[src/rtl/lsu.sv]
// Load/store unit: one data-memory transaction at a time on a valid/ack bus,
// with byte-lane steering, alignment/funct3 checks, load extension and a timeout.
module lsu #(
    parameter int TIMEOUT = 255
) (
    input  logic        clk,
    input  logic        rst,
    input  logic        req_valid,
    input  logic        req_we,
    input  logic [2:0]  req_funct3,
    input  logic [31:0] req_addr,
    input  logic [31:0] req_wdata,
    output logic        stall,
    output logic        rsp_valid,
    output logic [31:0] rsp_rdata,
    output logic        rsp_err,
    output logic        mem_req,
    output logic        mem_we,
    output logic [31:0] mem_addr,
    output logic [31:0] mem_wdata,
    output logic [3:0]  mem_be,
    input  logic        mem_ack,
    input  logic [31:0] mem_rdata
);

    localparam int CW = (TIMEOUT < 1) ? 1 : $clog2(TIMEOUT + 1);
    localparam logic [CW-1:0] CNT_LAST = CW'(TIMEOUT - 1);

    typedef enum logic [1:0] {IDLE, BUSY, DONE} state_t;

    state_t          state, state_nx;
    logic [CW-1:0]   cnt;
    logic [2:0]      funct3_q;
    logic [1:0]      off_q;
    logic            req_legal;
    logic            req_misal;
    logic            req_bad;

    function automatic logic [3:0] lane_be(input logic [1:0] size, input logic [1:0] off);
        case (size)
            2'b00:   return 4'b0001 << off;
            2'b01:   return 4'b0011 << {off[1], 1'b0};
            default: return 4'b1111;
        endcase
    endfunction

    function automatic logic [31:0] lane_wdata(input logic [1:0] size, input logic [31:0] d);
        case (size)
            2'b00:   return {4{d[7:0]}};
            2'b01:   return {2{d[15:0]}};
            default: return d;
        endcase
    endfunction

    function automatic logic [31:0] load_extract(input logic [2:0] f3, input logic [1:0] off,
                                                 input logic [31:0] word);
        logic [31:0]        sh;
        logic signed [7:0]  sb;
        logic signed [15:0] sh16;
        sh   = word >> {off, 3'b000};
        sb   = sh[7:0];
        sh16 = sh[15:0];
        case (f3)
            3'b000:  return 32'(sb);
            3'b001:  return 32'(sh16);
            3'b100:  return {24'd0, sh[7:0]};
            3'b101:  return {16'd0, sh[15:0]};
            default: return word;
        endcase
    endfunction

    always_comb begin
        req_legal = 1'b0;
        req_misal = 1'b0;
        if (req_we) begin
            req_legal = (req_funct3 == 3'b000) || (req_funct3 == 3'b001) || (req_funct3 == 3'b010);
        end else begin
            req_legal = (req_funct3 == 3'b000) || (req_funct3 == 3'b001) || (req_funct3 == 3'b010)
                     || (req_funct3 == 3'b100) || (req_funct3 == 3'b101);
        end
        req_misal = ((req_funct3[1:0] == 2'b01) && req_addr[0])
                 || ((req_funct3[1:0] == 2'b10) && (req_addr[1:0] != 2'b00));
        req_bad   = !req_legal || req_misal;
    end

    always_comb begin
        state_nx = state;
        case (state)
            IDLE: if (req_valid) state_nx = req_bad ? DONE : BUSY;
            BUSY: if (mem_ack || (cnt == CNT_LAST)) state_nx = DONE;
            DONE: state_nx = IDLE;
            default: state_nx = IDLE;
        endcase
    end

    assign stall     = ~rst & (((state == IDLE) & req_valid) | (state == BUSY));
    assign mem_req   = (state == BUSY);
    assign rsp_valid = (state == DONE);

    always_ff @(posedge clk) begin
        if (rst) begin
            state     <= IDLE;
            cnt       <= '0;
            rsp_err   <= 1'b0;
            rsp_rdata <= '0;
            mem_we    <= 1'b0;
            mem_addr  <= '0;
            mem_wdata <= '0;
            mem_be    <= '0;
        end else begin
            state <= state_nx;
            case (state)
                IDLE: begin
                    if (req_valid) begin
                        cnt <= '0;
                        if (req_bad) begin
                            rsp_err   <= 1'b1;
                            rsp_rdata <= '0;
                        end else begin
                            mem_we    <= req_we;
                            mem_addr  <= {req_addr[31:2], 2'b00};
                            mem_be    <= lane_be(req_funct3[1:0], req_addr[1:0]);
                            mem_wdata <= req_we ? lane_wdata(req_funct3[1:0], req_wdata) : 32'd0;
                        end
                    end
                end
                BUSY: begin
                    // An ack in the last allowed cycle takes priority over the timeout.
                    if (mem_ack) begin
                        rsp_err   <= 1'b0;
                        rsp_rdata <= mem_we ? 32'd0 : load_extract(funct3_q, off_q, mem_rdata);
                    end else if (cnt == CNT_LAST) begin
                        rsp_err   <= 1'b1;
                        rsp_rdata <= '0;
                    end else begin
                        cnt <= cnt + CW'(1);
                    end
                    if (state_nx == DONE) begin
                        mem_we    <= 1'b0;
                        mem_addr  <= '0;
                        mem_wdata <= '0;
                        mem_be    <= '0;
                    end
                end
                DONE: begin
                    rsp_err   <= 1'b0;
                    rsp_rdata <= '0;
                end
                default: ;
            endcase
        end
    end

    // Access attributes needed at completion time; data only, no reset needed.
    always_ff @(posedge clk) begin
        if ((state == IDLE) && req_valid) begin
            funct3_q <= req_funct3;
            off_q    <= req_addr[1:0];
        end
    end

endmodule
[config.mk]
export PLATFORM = sky130hd
export DESIGN_NAME = lsu
export DESIGN_NICKNAME = d
export VERILOG_FILES = /design/src/rtl/lsu.sv
export SDC_FILE = /design/constraint.sdc
export NUM_CORES = 1
export LEC_CHECK = 0
export ABC_AREA = 0
export BUFFER_PORTS_ARGS = -buffer_cell sky130_fd_sc_hd__buf_2
export CAP_MARGIN = 20
export CORE_UTILIZATION = 40
export CTS_BUF_LIST = sky130_fd_sc_hd__clkbuf_8
export CTS_CLUSTER_SIZE = 28
export DETAILED_ROUTE_END_ITERATION = 8
export PLACE_DENSITY = 0.68
export SYNTH_ARGS = -nofsm -noshare
export SYNTH_HDL_FRONTEND = slang
export SYNTH_SLANG_ARGS = --single-unit
[constraint.sdc]
create_clock -name clk -period 5.2 [get_ports clk]
set_input_delay 0.78 -clock clk [delete_from_list [all_inputs] [get_ports clk]]
set_output_delay 0.78 -clock clk [all_outputs]
set_load 0.005 [all_outputs]
==> metrics.yaml, run 1 <==
grt_overflow: 0
final_cells: 884
grt_pass1_wl_mm: 22.7
via_per_inst: 5.35
p_int_mw: 1.55
stdcell_area_um2: 6650
multiInputGateArea_um2: 2550
synth_async_sr_flop_share_pct: 0
synth_edf_count: 5
p_sw_uw: 546
die_y_um: 115
final-setup-viol-count: 0
io_pins: 209
p_clk_share_pct: 42.2
port_buffers: 206
p_leak_nw: 3.00
tightest_slew_ns: 1.10
final-max-slew-violation-count: 0
drt_iter0_drc: 234
critPathKind: "flop to flop"
die_area_um2: 13200
num_vias: 4732
outcome: "completed"
startpoint_type: "flop"
post-place-ws_ns: 2.19
ant_nets: 0
hold_viol_final: 0
cts-root-buf: "clkbuf_8"
post-route-min-period_ns: 2.62
crit_family: "compound AO/OA/AOI/OAI gates"
placed_area_um2: 6200
relSlewSlack_pct: 26.5
synth_cell_types: 59
routabilityCongestion: 0.879
postCtsSetupBuffers: 0
cts_made_buffers: 17
pwr-share-comb_pct: 12.7
finalPower_mw: 2.09
clock_skew_ns: 0.0104
synth.area.top_cells: "dfxtp_1 43%, mux2i_1 8.0%, a22o_1 7.4%"
finalCritPeriodShare_pct: 50.4
finalNetCount: 811
cp_slowest_cell: "edfxtp_1"
synth_common_cells: "110 x dfxtp_1, 47 x nand2_1, 43 x a22o_1"
hold_buffers: 0
grt_pass1_vias: 4560
drc_errors: 0
p_per_area_nw_per_um2: 315
synthCells: 510
wire_per_inst_um: 16.3
synth_top_flop_cell: "dfxtp_1"
synth_most_common_cell: "dfxtp_1"
dp_cells: 850
critPathMaxStageDelay_ns: 0.80
fill_cells: 1121
crit_chain: "clkinv_1, o2111ai_1, o2111ai_2, o2bb2ai_1"
timing.setup.tns_ns: 0
cp_max_fo: 22
holdWs_ns: 0.458
synth_area_um2: 5110
synth.avg_cell_area_um2: 10.0
clk_latency_ns: 0.42
rsz0062_at_grt: "false"
cts.sinks: 115
grt_util_all_layers_pct: 22.2
seqPwrFrac_pct: 45.1
fp.dieW_um: 115
endpoint_kind: "flop"
hpwl_mm: 10.5
synthToLayoutAreaGrowth_pct: 30.1
critPathRequiredTime_ns: 5.54
fp.coreArea_um2: 12200
wirelength_mm: 14.4
first_pass_iters: 4
maxCapViolCount: 0
critPathArrivalTime_ns: 2.96
final_util_pct: 54.5
fin_ws_ns: 2.58
antenna_found_initial: 1
seq_area_um2: 2350
ir_drop_mv: 0.172
ys_seq_elements: 115
sw_frac_of_total_pct: 26.1
layout-drive-gt1-share_pct: 36.6
post_cts_resized: 0
rows: 40
synth_warnings: 0
grt_max_degree: 52
cts_tree: "built"
initial_core_util_pct: 41.9
clkTransAtPathRegs_ns: 0.08
cts_max_path_buffers: 2
synth_top_area_cell: "dfxtp_1"
hp-class: "flop to flop"
ys_seq_area_share_pct: 46.0
synth_top_area_share_pct: 43.1
htree_levels: 4
max_freq_mhz: 381
cp_num_buf_inv: 1
[power by group through the flow]
stage / Combinational, mW / Sequential (mW) / Clock [mW]
finish: 0.265 / 0.944 / 0.885
global route: 0.291 / 0.948 / 0.945
CTS: 0.263 / 0.944 / 0.898
detailed placement: 0.262 / 0.962 / 0
global placement: 0.256 / 0.962 / 0
floorplan: 0.166 / 0.952 / 0
[routing by layer]
| metal | global-route usage [%] | share of wire (%) | vias to the layer above |
|---|---|---|---|
| met5 | 0 | 0 | - |
| met4 | 10.5 | 1.6 | 0 |
| met3 | 5.54 | 6.4 | 17 |
| met2 | 35.9 | 47 | 180 |
| met1 | 27.9 | 45 | 2227 |
| li1 | - | - | 2308 |
[cells in the final DEF, fill, tap and decap left out, drive strengths merged, types with 7 or more instances in the layout]
cell | synthesis | routed
o21ai | 22 | 22
inv | 7 | 9
nand3b | 8 | 8
nand2b | 8 | 8
dfxtp | 110 | 110
nand2 | 47 | 47
o2bb2ai | 31 | 31
mux2 | 10 | 10
a21oi | 12 | 12
o211ai | 8 | 8
buf | 24 | 210
a22o | 43 | 43
clkbuf | 14 | 20
nor2 | 25 | 25
a2bb2oi | 7 | 7
nand3 | 8 | 8
nand4 | 15 | 15
o22ai | 7 | 7
mux2i | 41 | 41
[logic make-up after synthesis]
family | count (synthesis) | share of synthesized area [%]
flip-flops | 115 | 46.0
adder cells (fa/ha/maj) | 5 | 1.22
AND/OR/NAND/NOR | 133 | 13.7
XOR/XNOR | 1 | 0.171
other | 1 | 0.0734
buffers and inverters | 47 | 4.11
multiplexers | 51 | 10.2
AO/OA/AOI/OAI | 157 | 24.5
[final timing paths]
path,startpoint,slack [ns],depth (start not counted),end
setup / recovery,funct3_q[1]$_DFFE_PP_,2.58,4,rsp_rdata[25]$_SDFFE_PP0P_
hold / removal,rsp_rdata[28]$_SDFFE_PP0P_,0.46,1,rsp_rdata[28]$_SDFFE_PP0P_
setup reg to reg,funct3_q[1]$_DFFE_PP_,2.58,4,rsp_rdata[25]$_SDFFE_PP0P_
hold reg to reg,rsp_rdata[28]$_SDFFE_PP0P_,0.46,1,rsp_rdata[28]$_SDFFE_PP0P_
[flip-flops by register name, indices dropped and copies added (netlist names), 2 cells and up]
signal     cells
mem_wdata     32
rsp_rdata     32
mem_addr      30
cnt            8
mem_be         4
funct3_q       3
off_q          2
state          2
[worst register-to-register path, delay by kind of cell (launching register included)]
family,cells,cell delay (ns)
AO/OA/AOI/OAI,3,1.09
flip-flops,1,0.80
buffers and inverters,1,0.66
[final cells by class]
type	instances	area share, %
diodes	1	0.0376
clock buffers	20	4.14
clock inverters	12	2.33
inverters	9	0.508
multi-input cells	349	38.4
flip-flops and latches	115	35.4
well taps	168	3.16
repair buffers	210	16.1
Note: power is estimated with default switching activity, not from simulation.
==> run 2: changes to the inputs <==
--- a/config.mk
+++ b/config.mk
@@ -12,7 +12,7 @@
 export CTS_BUF_LIST = sky130_fd_sc_hd__clkbuf_8
 export CTS_CLUSTER_SIZE = 28
 export DETAILED_ROUTE_END_ITERATION = 8
-export PLACE_DENSITY = 0.68
+export PLACE_DENSITY = 0.71
 export SYNTH_ARGS = -nofsm -noshare
 export SYNTH_HDL_FRONTEND = slang
 export SYNTH_SLANG_ARGS = --single-unit
==> constraint.sdc (replaced) <==
create_clock -name clk -period 2.2 [get_ports clk]
set_input_delay 0.33 -clock clk [delete_from_list [all_inputs] [get_ports clk]]
set_output_delay 0.33 -clock clk [all_outputs]
set_load 0.005 [all_outputs]
==> run 2 against run 1 <==
Count of clock-buffer cells in the layout decreased by 1. Sequential power increased by 130%. Largest power group unchanged. Global-route usage is 0.49 points higher. Utilization up 1.7 points. Clock power up 130%. Critical path type unchanged. Critical path depth up 4. Total power increased by 140%. Largest cell class unchanged. Worst setup slack worse by 2.4 ns.
==> metrics.yaml, run 2 (synthesis gave the netlist of run 1 again) <==
routabilityCongestion: 0.893  # was 0.879
finalCritPeriodShare_pct: 93.5  # was 50.4%
layout-drive-gt1-share_pct: 39.2  # was 36.6%
n_antenna_cell: 0  # was 1
clkTransAtPathRegs_ns: 0.08  # about the same
path_common_cell: "buf_4"
placed_area_um2: 6420  # was 6200 um^2
cp_num_buf_inv: 3  # was 1
hold_buffers: 0  # unchanged
port_buffers: 206  # unchanged
final-setup-viol-count: 0  # unchanged
cp_slowest_cell: "or4_1"  # was edfxtp_1
crit_family: "simple AND/OR/NAND/NOR gates"  # was compound AO/OA/AOI/OAI gates
cts_tree: "built"  # unchanged
antenna_found_initial: 0  # was 1
p_int_mw: 3.58  # was 1.55 mW
max_freq_mhz: 486  # was 381 MHz
via_per_inst: 5.38  # was 5.35
tightest_slew_ns: 0.671  # was 1.10 ns
grt_max_degree: 52  # unchanged
rr_startpoint: "state[1]$_SDFF_PP0_"  # was funct3_q[1]$_DFFE_PP_
die_y_um: 115  # unchanged
grt_pass1_vias: 4667  # was 4560
final-max-slew-violation-count: 0  # unchanged
holdWs_ns: 0.117  # was 0.458 ns
maxCapViolCount: 0  # unchanged
rows: 40  # unchanged
critPathArrivalTime_ns: 2.40  # was 2.96 ns
drc_errors: 0  # unchanged
wire_per_inst_um: 16.5  # was 16.3 um
p_leak_nw: 3.13  # was 3.00 nW
first_pass_iters: 4  # unchanged
cts.sinks: 115  # unchanged
fp.dieW_um: 115  # unchanged
cts-root-buf: "clkbuf_8"  # unchanged
grt_overflow: 0  # unchanged
grt_pass1_wl_mm: 23.3  # was 22.7 mm
relSlewSlack_pct: 55.1  # was 26.5%
crit_path_start: "state[1]$_SDFF_PP0_"  # was funct3_q[1]$_DFFE_PP_
cts_made_buffers: 17  # unchanged
initial_core_util_pct: 41.9  # unchanged
critPathRequiredTime_ns: 2.55  # was 5.54 ns
drt_iter0_drc: 182  # was 234
p_clk_share_pct: 40.8  # was 42.2%
fin_ws_ns: 0.143  # was 2.58 ns
critPathMaxStageDelay_ns: 0.46  # was 0.80 ns
startpoint_type: "flop"  # unchanged
final_cells: 908  # was 884
sw_frac_of_total_pct: 27.6  # was 26.1%
reg_top3: "mem_wdata (32), rsp_rdata (32), mem_addr (30)"  # unchanged
clock_skew_ns: 0.0161  # was 0.0104 ns
htree_levels: 4  # unchanged
final_common_cell: "buf_2"  # unchanged
hpwl_mm: 11.3  # was 10.5 mm
post-place-ws_ns: -0.0746  # was 2.19 ns
crit_chain: "inv_1, ha_1, buf_4, mux2_2, o211ai_1, buf_4, or4_1, a21oi_1"  # was clkinv_1, o2111ai_1, o2111ai_2, o2bb2ai_1
num_vias: 4881  # was 4732
cp_max_fo: 8  # was 22
fp.coreArea_um2: 12200  # unchanged
pwr-share-comb_pct: 14.5  # was 12.7%
cts_max_path_buffers: 2  # unchanged
ir_drop_mv: 0.345  # was 0.172 mV
io_pins: 209  # unchanged
outcome: "completed"  # unchanged
p_sw_mw: 1.36  # was 546 uW
post-route-min-period_ns: 2.06  # was 2.62 ns
p_per_area_nw_per_um2: 720  # was 315 nW/um^2
endpoint_kind: "flop"  # unchanged
finalPower_mw: 4.94  # was 2.09 mW
finalNetCount: 836  # was 811
seqPwrFrac_pct: 44.7  # was 45.1%
synthToLayoutAreaGrowth_pct: 34.2  # was 30.1%
min_from: "req_addr[19]"  # was rsp_rdata[28]$_SDFFE_PP0P_
clk_latency_ns: 0.43  # was 0.42 ns
stdcell_area_um2: 6860  # was 6650 um^2
grt_util_all_layers_pct: 22.7  # was 22.2%
final_cell_mix: "206 x buf_2, 110 x dfxtp_1, 47 x nand2_1"  # unchanged
critPathKind: "flop to flop"  # unchanged
die_area_um2: 13200  # unchanged
ant_nets: 0  # unchanged
hp-class: "primary input to flop"  # was flop to flop
hold_viol_final: 0  # unchanged
wirelength_mm: 15.0  # was 14.4 mm
dp_cells: 874  # was 850
rsz0062_at_grt: "false"  # unchanged
## run 2: final cells by class
cell class | count | area, um^2
Clock buffer | 19 | 262
Clock inverter | 13 | 150
Fill cell | 1108 | 5350
Inverter | 9 | 33.8
Multi-Input combinational cell | 349 | 2570
Sequential cell | 115 | 2350
Tap cell | 168 | 210
Timing Repair Buffer | 235 | 1280
## run 2: path summary, 6_finish.rpt
kind / endpoint / slack [ns] / depth (start not counted)
setup / recovery: cnt[6]$_SDFFE_PP0P_ / 0.14 / 8
hold / removal: mem_addr[19]$_SDFFE_PP0P_ / 0.12 / 2
setup reg to reg: cnt[6]$_SDFFE_PP0P_ / 0.14 / 8
hold reg to reg: mem_wdata[30]$_SDFFE_PP0P_ / 0.46 / 2
## run 2: power groups by stage
stage | registers (mW) | logic (mW) | clock network, mW
after floorplan | 2.25 | 0.392 | 0
after global placement | 2.25 | 0.676 | 0
after detailed placement | 2.25 | 0.700 | 0
after CTS | 2.21 | 0.711 | 2.05
after global routing | 2.22 | 0.774 | 2.16
final | 2.21 | 0.714 | 2.02
## run 2: layer usage
layer	part of all wire, %	vias to the layer above	track usage (%)
met1	44	2305	28.3
li1	-	2365	-
met3	7.3	12	6.85
met5	0	-	0
met4	1.2	0	8.05
met2	47	199	37.3
## run 2: metrics by stage
stage / TNS, ns / utilization [%]
final: 0 / 56.2
after global routing: 0 / 56.2
after CTS: 0 / 56.1
after detailed placement: -0.695 / 52.5
after global placement: -5.28 / 52.3
after floorplan: 0 / -
## run 2: repair_timing
action | in CTS | in global routing
pin swaps | 1 | 0
setup endpoints to repair | 28 | 44
buffers inserted | 2 | 0
gates resized for setup | 1 | 3
gates cloned | 0 | 0
## run 2: worst reg2reg max path, delay by kind of cell (launching register included)
| kind | cells | cell delay (ns) |
|---|---|---|
| mux | 1 | 0.23 |
| fa+ha+maj | 1 | 0.23 |
| simple gates | 1 | 0.46 |
| buf+inv | 3 | 0.41 |
| flops | 1 | 0.39 |
| compound gates | 2 | 0.25 |
==> run 3: changes to the inputs <==
--- a/config.mk
+++ b/config.mk
@@ -8,11 +8,12 @@
 export ABC_AREA = 0
 export BUFFER_PORTS_ARGS = -buffer_cell sky130_fd_sc_hd__buf_2
 export CAP_MARGIN = 20
+export CORE_MARGIN = 3
 export CORE_UTILIZATION = 40
 export CTS_BUF_LIST = sky130_fd_sc_hd__clkbuf_8
 export CTS_CLUSTER_SIZE = 28
 export DETAILED_ROUTE_END_ITERATION = 8
-export PLACE_DENSITY = 0.71
+export PLACE_DENSITY_LB_ADDON = 0.12
 export SYNTH_ARGS = -nofsm -noshare
 export SYNTH_HDL_FRONTEND = slang
 export SYNTH_SLANG_ARGS = --single-unit
==> run 3 against run 2 <==
Global-route usage fell by 1.8 points. Routed wire length fell by 0.38%. Register-to-register slack improved by 0.05 ns.
==> metrics.yaml, run 3 (synthesis gave the netlist of run 1 again) <==
cts_max_path_buffers: 2  # unchanged
clock_skew_ns: 0.0122  # was 0.0161 ns
cts-root-buf: "clkbuf_8"  # unchanged
final-setup-viol-count: 0  # unchanged
hold_end: "mem_addr[27]$_SDFFE_PP0P_"  # was mem_addr[19]$_SDFFE_PP0P_
n_antenna_cell: 0  # unchanged
routabilityCongestion: 0.804  # was 0.893
fill_cells: 1140  # was 1108
seq_area_um2: 2350  # unchanged
clk_latency_ns: 0.44  # was 0.43 ns
synthToLayoutAreaGrowth_pct: 32.8  # was 34.2%
cts_made_buffers: 17  # unchanged
p_leak_nw: 3.09  # was 3.13 nW
hp-class: "primary input to flop"  # unchanged
cp_num_buf_inv: 3  # unchanged
port_buffers: 206  # unchanged
hold_viol_final: 0  # unchanged
reg2regPathDepth: 7  # was 8
multiInputGateArea_um2: 2570  # about the same
layout-drive-gt1-share_pct: 39.1  # was 39.2%
relSlewSlack_pct: 52.6  # was 55.1%
grt_util_all_layers_pct: 20.9  # was 22.7%
critPathKind: "flop to output pin"  # was flop to flop
r2r-end: "cnt[6]$_SDFFE_PP0P_"  # unchanged
reg_top3: "mem_wdata (32), rsp_rdata (32), mem_addr (30)"  # unchanged
initial_core_util_pct: 41.7  # was 41.9%
final_common_cell: "buf_2"  # unchanged
drt_iter0_drc: 223  # was 182
r2r_setup_slack_ns: 0.19  # was 0.14 ns
wirelength_mm: 15.0  # about the same
outcome: "completed"  # unchanged
ir_drop_mv: 0.402  # was 0.345 mV
timing.setup.tns_ns: 0  # unchanged
p_sw_mw: 1.34  # was 1.36 mW
rsz0062_at_grt: "false"  # unchanged
fp.coreArea_um2: 12300  # was 12200 um^2
wire_per_inst_um: 16.5  # about the same
tightest_slew_ns: 0.709  # was 0.671 ns
cts_tree: "built"  # unchanged
fin_ws_ns: 0.158  # was 0.143 ns
endpoint_kind: "output pin"  # was flop
grt_pass1_wl_mm: 23.8  # was 23.3 mm
via_per_inst: 5.24  # was 5.38
min_from: "req_addr[27]"  # was req_addr[19]
rr_startpoint: "state[0]$_SDFF_PP0_"  # was state[1]$_SDFF_PP0_
critPathMaxStageDelay_ns: 0.33  # was 0.46 ns
grt_overflow: 0  # unchanged
pwr-share-comb_pct: 14.8  # was 14.5%
num_vias: 4736  # was 4881
post-route-min-period_ns: 2.04  # was 2.06 ns
cp_max_fo: 6  # was 8
max_freq_mhz: 490  # was 486 MHz
final_cell_mix: "206 x buf_2, 110 x dfxtp_1, 47 x nand2_1"  # unchanged
final-max-slew-violation-count: 0  # unchanged
finalCritPeriodShare_pct: 92.8  # was 93.5%
seqPwrFrac_pct: 46.8  # was 44.7%
first_pass_iters: 4  # unchanged
final_util_pct: 55.4  # was 56.2%
p_clk_share_pct: 38.4  # was 40.8%
htree_levels: 4  # unchanged
antenna_found_initial: 0  # unchanged
grt_pass1_vias: 4653  # was 4667
crit_chain: "inv_1, ha_2, nand2_1, buf_4, a21oi_1, buf_2"  # was inv_1, ha_1, buf_4, mux2_2, o211ai_1, buf_4, or4_1, a21oi_1
hold_depth: 2  # unchanged
io_pins: 209  # unchanged
sw_frac_of_total_pct: 28.3  # was 27.6%
p_int_mw: 3.39  # was 3.58 mW
drc_errors: 0  # unchanged
grt_max_degree: 52  # unchanged
die_y_um: 119  # was 115 um
critPathRequiredTime_ns: 1.87  # was 2.55 ns
cp_slowest_cell: "dfxtp_1"  # was or4_1
maxCapViolCount: 0  # unchanged
ant_nets: 0  # unchanged
cts.sinks: 115  # unchanged
crit_family: "buffers and inverters"  # was simple AND/OR/NAND/NOR gates
finalNetCount: 832  # was 836
hpwl_mm: 11.1  # was 11.3 mm
p_per_area_nw_per_um2: 697  # was 720 nW/um^2
rows: 40  # unchanged
post-place-ws_ns: -0.0823  # was -0.0746 ns
critPathArrivalTime_ns: 1.71  # was 2.40 ns
die_area_um2: 14200  # was 13200 um^2
clkTransAtPathRegs_ns: 0.07  # was 0.08 ns
startpoint_type: "flop"  # unchanged
fp.dieW_um: 119  # was 115 um
[run 3: cell types whose count changed in the layout (fill, tap and decap cells not counted), sizes merged]
cell,previous run,this run
clkbuf,19,17
bufinv,2,1
clkinvlp,2,1
clkinv,7,11
buf,235,231
[run 3: worst max path at each step]
stage / from / end / slack [ns] / cells after the start
after floorplan: state[0]$_SDFF_PP0_ / mem_be[1]$_SDFFE_PP0P_ / 0.32 / 9
after global placement: cnt[0]$_SDFFE_PP0P_ / rsp_rdata[7]$_SDFFE_PP0P_ / -0.02 / 6
after detailed placement: cnt[0]$_SDFFE_PP0P_ / rsp_rdata[7]$_SDFFE_PP0P_ / -0.08 / 6
after CTS: state[0]$_SDFF_PP0_ / stall / 0.09 / 6
after global routing: state[1]$_SDFF_PP0_ / rsp_rdata[20]$_SDFFE_PP0P_ / 0.003 / 9
final: state[0]$_SDFF_PP0_ / stall / 0.16 / 6
[run 3: through the flow]
step	cell area, um^2	cells	hold slack, ns	power (mW)
floorplan	5120	511	0.429	2.64
global placement	6380	870	0.440	2.93
detailed placement	6380	870	0.441	2.94
CTS	6750	902	0.0678	4.78
global route	6790	904	0.0750	4.97
finish	6790	904	0.105	4.73
[run 3: power groups by stage]
stage / Clock [mW] / Sequential, mW / Combinational (mW)
floorplan: 0 / 2.25 / 0.392
global placement: 0 / 2.26 / 0.676
detailed placement: 0 / 2.26 / 0.686
CTS: 1.88 / 2.21 / 0.690
global route: 1.98 / 2.22 / 0.770
finish: 1.82 / 2.21 / 0.701
[run 3: layout make-up]
| cell class | instances | area share, % |
|---|---|---|
| Clock buffer | 17 | 3.45 |
| Clock inverter | 15 | 1.97 |
| Inverter | 9 | 0.498 |
| Multi-Input combinational cell | 349 | 37.9 |
| Sequential cell | 115 | 34.6 |
| Tap cell | 168 | 3.10 |
| Timing Repair Buffer | 231 | 18.4 |
[run 3: timing repair]
action	in CTS	in global routing
pin swaps	0	1
gates resized for setup	1	6
setup buffers	0	2
setup endpoints to repair	26	68
hold buffers	0	0
[run 3: routing by layer]
| metal | global-route usage, % | vias to the layer above | routed length [um] |
|---|---|---|---|
| met1 | 28.1 | 2182 | 6840 |
| met2 | 31.0 | 177 | 6640 |
| met4 | 6.88 | 0 | 189 |
| met5 | 0 | - | 0 |
| met3 | 7.55 | 16 | 1280 |
| li1 | - | 2361 | - |
